File: config.mk
export PLATFORM = sky130hd
export DESIGN_NAME = mem_port_arbiter
export DESIGN_NICKNAME = d
export VERILOG_FILES = /design/src/rtl/mem_port_arbiter_pkg.sv /design/src/rtl/mem_arb_pick.sv /design/src/rtl/mem_port_arbiter.sv
export SDC_FILE = /design/constraint.sdc
export NUM_CORES = 1
export LEC_CHECK = 0
export CAP_MARGIN = 15
export CORE_AREA = 5 5 130 132
export DETAILED_ROUTE_END_ITERATION = 6
export DIE_AREA = 0 0 135 137
export PLACE_DENSITY = 0.64
export SLEW_MARGIN = 10
export SYNTH_ARGS = -nofsm -noshare
export SYNTH_HDL_FRONTEND = slang
export SYNTH_HIERARCHICAL = 1
export SYNTH_SLANG_ARGS = --single-unit
File: constraint.sdc
create_clock -name clock -period 7.5 [get_ports clock]
set_input_delay 1.125 -clock clock [delete_from_list [all_inputs] [get_ports clock]]
set_output_delay 1.125 -clock clock [all_outputs]
set_load 0.05 [all_outputs]
File: src/rtl/mem_port_arbiter_pkg.sv
// Shared encodings for the memory port arbiter: FSM states and grant_id codes.
package mem_port_arbiter_pkg;

  typedef enum logic [1:0] {
    ST_IDLE   = 2'd0,
    ST_ACCESS = 2'd1,
    ST_DONE   = 2'd2
  } arb_state_e;

  localparam logic [1:0] GNT_NONE = 2'd0;
  localparam logic [1:0] GNT_LOAD = 2'd1;
  localparam logic [1:0] GNT_IM   = 2'd2;
  localparam logic [1:0] GNT_DM   = 2'd3;

endpackage

File: src/rtl/mem_arb_pick.sv
// Combinational winner select: load always wins; a dm/im tie is broken by rr_ptr
// (0 = dm, 1 = im). A lone requester wins regardless of rr_ptr.
module mem_arb_pick
  import mem_port_arbiter_pkg::*;
(
  input  logic       load_req,
  input  logic       dm_req,
  input  logic       im_req,
  input  logic       rr_ptr,
  output logic [1:0] pick_id
);

  always_comb begin
    pick_id = GNT_NONE;
    if (load_req)
      pick_id = GNT_LOAD;
    else if (dm_req && im_req)
      pick_id = rr_ptr ? GNT_IM : GNT_DM;
    else if (dm_req)
      pick_id = GNT_DM;
    else if (im_req)
      pick_id = GNT_IM;
  end

endmodule

File: src/rtl/mem_port_arbiter.sv
// Shares one single-port memory between loader, instruction fetch and data port.
// Define ARB_RR_EN to alternate dm/im on ties; otherwise fixed load > dm > im.
module mem_port_arbiter
  import mem_port_arbiter_pkg::*;
#(
  parameter int MemSize    = 10,
  parameter int DataSize   = 32,
  parameter int MemLatency = 2
) (
  input  logic                clock,
  input  logic                reset,
  input  logic                load_req,
  input  logic [MemSize-1:0]  load_addr,
  input  logic [DataSize-1:0] load_wdata,
  input  logic                im_req,
  input  logic [MemSize-1:0]  im_addr,
  input  logic                dm_req,
  input  logic                dm_we,
  input  logic [MemSize-1:0]  dm_addr,
  input  logic [DataSize-1:0] dm_wdata,
  output logic                load_ack,
  output logic                im_ack,
  output logic                dm_ack,
  output logic [DataSize-1:0] im_rdata,
  output logic [DataSize-1:0] dm_rdata,
  output logic                mem_en,
  output logic                mem_we,
  output logic [MemSize-1:0]  mem_addr,
  output logic [DataSize-1:0] mem_wdata,
  input  logic [DataSize-1:0] mem_rdata,
  output logic                busy,
  output logic [1:0]          grant_id,
  output arb_state_e          state_dbg
);

  // Handshake: req is a level held with its address/data until the one-cycle
  // ack; the requester drops req in the ack cycle, otherwise the next IDLE
  // cycle sees a fresh request. Dropping req mid-access does not cancel it.

  localparam int CntW = (MemLatency > 1) ? $clog2(MemLatency) : 1;

  arb_state_e          state;
  logic [CntW-1:0]     cnt;
  logic [1:0]          pick_id;
  logic                rr_ptr;
  logic [MemSize-1:0]  sel_addr;
  logic [DataSize-1:0] sel_wdata;
  logic                sel_we;

  assign state_dbg = state;

  mem_arb_pick u_pick (
    .load_req (load_req),
    .dm_req   (dm_req),
    .im_req   (im_req),
    .rr_ptr   (rr_ptr),
    .pick_id  (pick_id)
  );

`ifdef ARB_RR_EN
  // Pointer points at whichever of dm/im was not served last.
  always_ff @(posedge clock or posedge reset) begin
    if (reset)
      rr_ptr <= 1'b0;
    else if (state == ST_IDLE) begin
      if (pick_id == GNT_DM)
        rr_ptr <= 1'b1;
      else if (pick_id == GNT_IM)
        rr_ptr <= 1'b0;
    end
  end
`else
  assign rr_ptr = 1'b0;
`endif

  always_comb begin
    sel_addr  = '0;
    sel_wdata = '0;
    sel_we    = 1'b0;
    case (pick_id)
      GNT_LOAD: begin
        sel_addr  = load_addr;
        sel_wdata = load_wdata;
        sel_we    = 1'b1;
      end
      GNT_DM: begin
        sel_addr  = dm_addr;
        sel_wdata = dm_wdata;
        sel_we    = dm_we;
      end
      GNT_IM: sel_addr = im_addr;
      default: ;
    endcase
  end

  always_ff @(posedge clock or posedge reset) begin
    if (reset) begin
      state     <= ST_IDLE;
      cnt       <= '0;
      grant_id  <= GNT_NONE;
      mem_en    <= 1'b0;
      mem_we    <= 1'b0;
      mem_addr  <= '0;
      mem_wdata <= '0;
      busy      <= 1'b0;
      load_ack  <= 1'b0;
      im_ack    <= 1'b0;
      dm_ack    <= 1'b0;
      im_rdata  <= '0;
      dm_rdata  <= '0;
    end else begin
      load_ack <= 1'b0;
      im_ack   <= 1'b0;
      dm_ack   <= 1'b0;
      case (state)
        ST_IDLE: begin
          if (pick_id != GNT_NONE) begin
            state     <= ST_ACCESS;
            grant_id  <= pick_id;
            mem_addr  <= sel_addr;
            mem_wdata <= sel_wdata;
            mem_we    <= sel_we;
            mem_en    <= 1'b1;
            busy      <= 1'b1;
            cnt       <= CntW'(MemLatency - 1);
          end
        end
        ST_ACCESS: begin
          if (cnt == '0) begin
            // Last access cycle: read data is valid now, ack shows up in DONE.
            state  <= ST_DONE;
            mem_en <= 1'b0;
            mem_we <= 1'b0;
            if (!mem_we && grant_id == GNT_IM)
              im_rdata <= mem_rdata;
            if (!mem_we && grant_id == GNT_DM)
              dm_rdata <= mem_rdata;
            load_ack <= (grant_id == GNT_LOAD);
            im_ack   <= (grant_id == GNT_IM);
            dm_ack   <= (grant_id == GNT_DM);
          end else begin
            cnt <= cnt - CntW'(1);
          end
        end
        ST_DONE: begin
          state    <= ST_IDLE;
          busy     <= 1'b0;
          grant_id <= GNT_NONE;
        end
        default: state <= ST_IDLE;
      endcase
    end
  end

endmodule

==> qor.txt <==
HPWL Detailed: 10.7 mm
Vias per cell: 4.61
Post-Route WL: 14.4 mm
Initial antenna violation count: 0
Antenna cells: 0
Cell Rows: 46
Post-route ant nets: 0
Placed cells: 785
Largest net degree at the start of global routing: 68
Leak: 0.00335 uW
Overall Power: 4150 uW
PortBufs: 247
Synth cell types: 31
Hold Violations, Final: 0
DRC Markers: 0
Setup TNS: 0 ns
Final cell count without fillers: 818
Root Buffer: clkbuf_16
Top-area cell type share of the netlist area: 60.1%
Number of DRC markers in iteration 0: 116
Nets: 721
Req. time, crit path: 7.74 ns
Placement Setup Slack: 3.62 ns
Rel. slew slack: 27.9%
Most frequent cells in the layout: clkdlybuf4s50_1, dfrtp_1, mux2_2, mux2i_1, o2bb2ai_1
Postcts setup bufs: 0
Mean Syn Cell Area: 14.3 um2
Hold/Removal Path Class: register to register
DR pass1 iterations: 4
Final WS setup: 4.29 ns
CTS Sinks: 117
CP arrival: 3.45 ns
Seq/Total Area, Yosys: 60.1%
Cell Area, Synth: 4870 um2
Type of the worst setup path: primary input to register
Clk buf depth: 2
All-Layer GR Usage: 15.6%
TritonCTS Buffers: 17
Routability cong.: 0.759
Vias in the first global route: 4243
Area leader, netlist: dfrtp_1
Core Area: 15600 um2
First-pass GRT wire length: 22.2 mm
Max Cap Viol: 0
Met1 global-route usage: 18.3%
Fmax: 311 MHz
Pwr/cell area: 514 nW/um2
Crit path max fanout: 48
Clock transition at the registers of the reported paths: 0.06 ns
# resized after CTS: 0
Worst-margin pin slew: 1.08 ns
Worst vdd ir: 260 uV
RSZ-0062 raised after global routing: false
Crit end category: register
TritonCTS clock tree: yes
Ranking of synthesized cells by area: dfrtp_1, mux2_2, mux2i_1
#FFs+latches synth: 117
Critical Path Start Type: primary input
Die height: 137 um
Wire per inst: 17.6 um
M3 GR Usage: 8.20%
CTS Hold Bufs: 0
Clk_lat worst skew: 0.41 ns
Max-slew violation count: 0
Most common cell after layout, fill and taps aside: clkdlybuf4s50_1
Most Crowded Layer GR: met2
Die width: 135 um
Layout area overhead: 65.7%
Share of cells above drive strength 1: 18.1%
GR Layer Usage met2: 24.8%
YS warnings: 6
Syn Nets: 473
Grt ovf: 0
Mapped Cells: 341
Die area: 18500 um2
Status: complete, no violations
Final setup violation count: 0
DR vias: 3769
Tmin final: 3.21 ns
Htree depth: 4
Io pins: 248
Tcrit/Tclk final: 42.8%
Initial Util: 31.2%
Worst Clk Skew: 0.00474 ns
[state kept, by name, summed over array words and instances, names as in the netlist]
register   flops
dm_rdata      32
im_rdata      32
mem_wdata     32
mem_addr      10
grant_id       2
state_dbg      2
busy           1
cnt            1
dm_ack         1
im_ack         1
load_ack       1
mem_en         1
mem_we         1
[worst max-delay path, cell delays in order]
cell and delay (ns):
clkdlybuf4s50_1 0.50, nor2_1 0.08, nor2_4 0.07, buf_4 0.60, or2_2 0.25, nand2_1 0.37, buf_8 0.32, o2bb2ai_1 0.13
[routing by layer]
metal / routed length, um / up-vias
li1: - / 1740
met1: 5880 / 1824
met2: 6650 / 188
met3: 1620 / 17
met4: 215 / 0
met5: 0 / -
[worst paths after layout]
| path | from | to | slack (ns) | cells after the start |
|---|---|---|---|---|
| setup / recovery | dm_req | mem_wdata[8] | 4.29 | 8 |
| hold / removal | dm_rdata[18] | dm_rdata[18] | 0.48 | 1 |
| setup reg to reg | state_dbg[1] | im_rdata[8] | 5.21 | 3 |
| hold reg to reg | dm_rdata[18] | dm_rdata[18] | 0.48 | 1 |
| max in group asynchronous | reset | dm_rdata[29] | 5.05 | 3 |
| min in group asynchronous | reset | im_rdata[8] | 1.15 | 2 |
[cells by family after synthesis]
kind of cell,Yosys count,share of synthesized area (%)
AO/OA/AOI/OAI,52,9.22
buffers and inverters,26,3.03
AND/OR/NAND/NOR,40,4.34
multiplexers,105,23.2
other,1,0.0770
flip-flops,117,60.1
[per-stage QoR]
step | hold slack (ns) | area (um2) | util, %
2_1_floorplan | 0.559 | 4870 | -
3_3_place_gp | 0.470 | 7510 | 48.1
3_5_place_dp | 0.475 | 7510 | 48.2
4_1_cts | 0.489 | 8060 | 51.7
5_1_grt | 0.499 | 8070 | 51.7
6_report | 0.481 | 8070 | 51.7
[final cells by class]
class,instances,area (um2)
Multi-Input combinational cell,198,1800
Tap cell,216,270
Timing Repair Buffer,251,2510
Clock buffer,19,433
Sequential cell,117,2930
Clock inverter,13,111
Fill cell,1399,7530
Inverter,4,17.5
[power breakdown]
group | switching (uW) | total (uW) | internal, uW
combinational | 1470 | 2300 | 829
clock | 283 | 735 | 452
sequential | 185 | 1120 | 936
total | 1930 | 4150 | 2220
[Yosys cell counts, drive strengths merged]
library cell,count
o22ai,1
clkbuf,7
dfrtp,117
buf,15
o221a,10
nor2b,2
a21oi,2
and2,1
nand2,21
nor4b,1
conb,1
a22oi,1
o21ai,4
or2,1
and3,2
a31oi,1
o211ai,1
nand3b,2
or3b,1
nor2,5
mux2i,41
o2bb2ai,31
nor3b,2
a21o,1
inv,4
mux2,64
nand3,2
No activity file was read; power rests on OpenSTA's default activity.
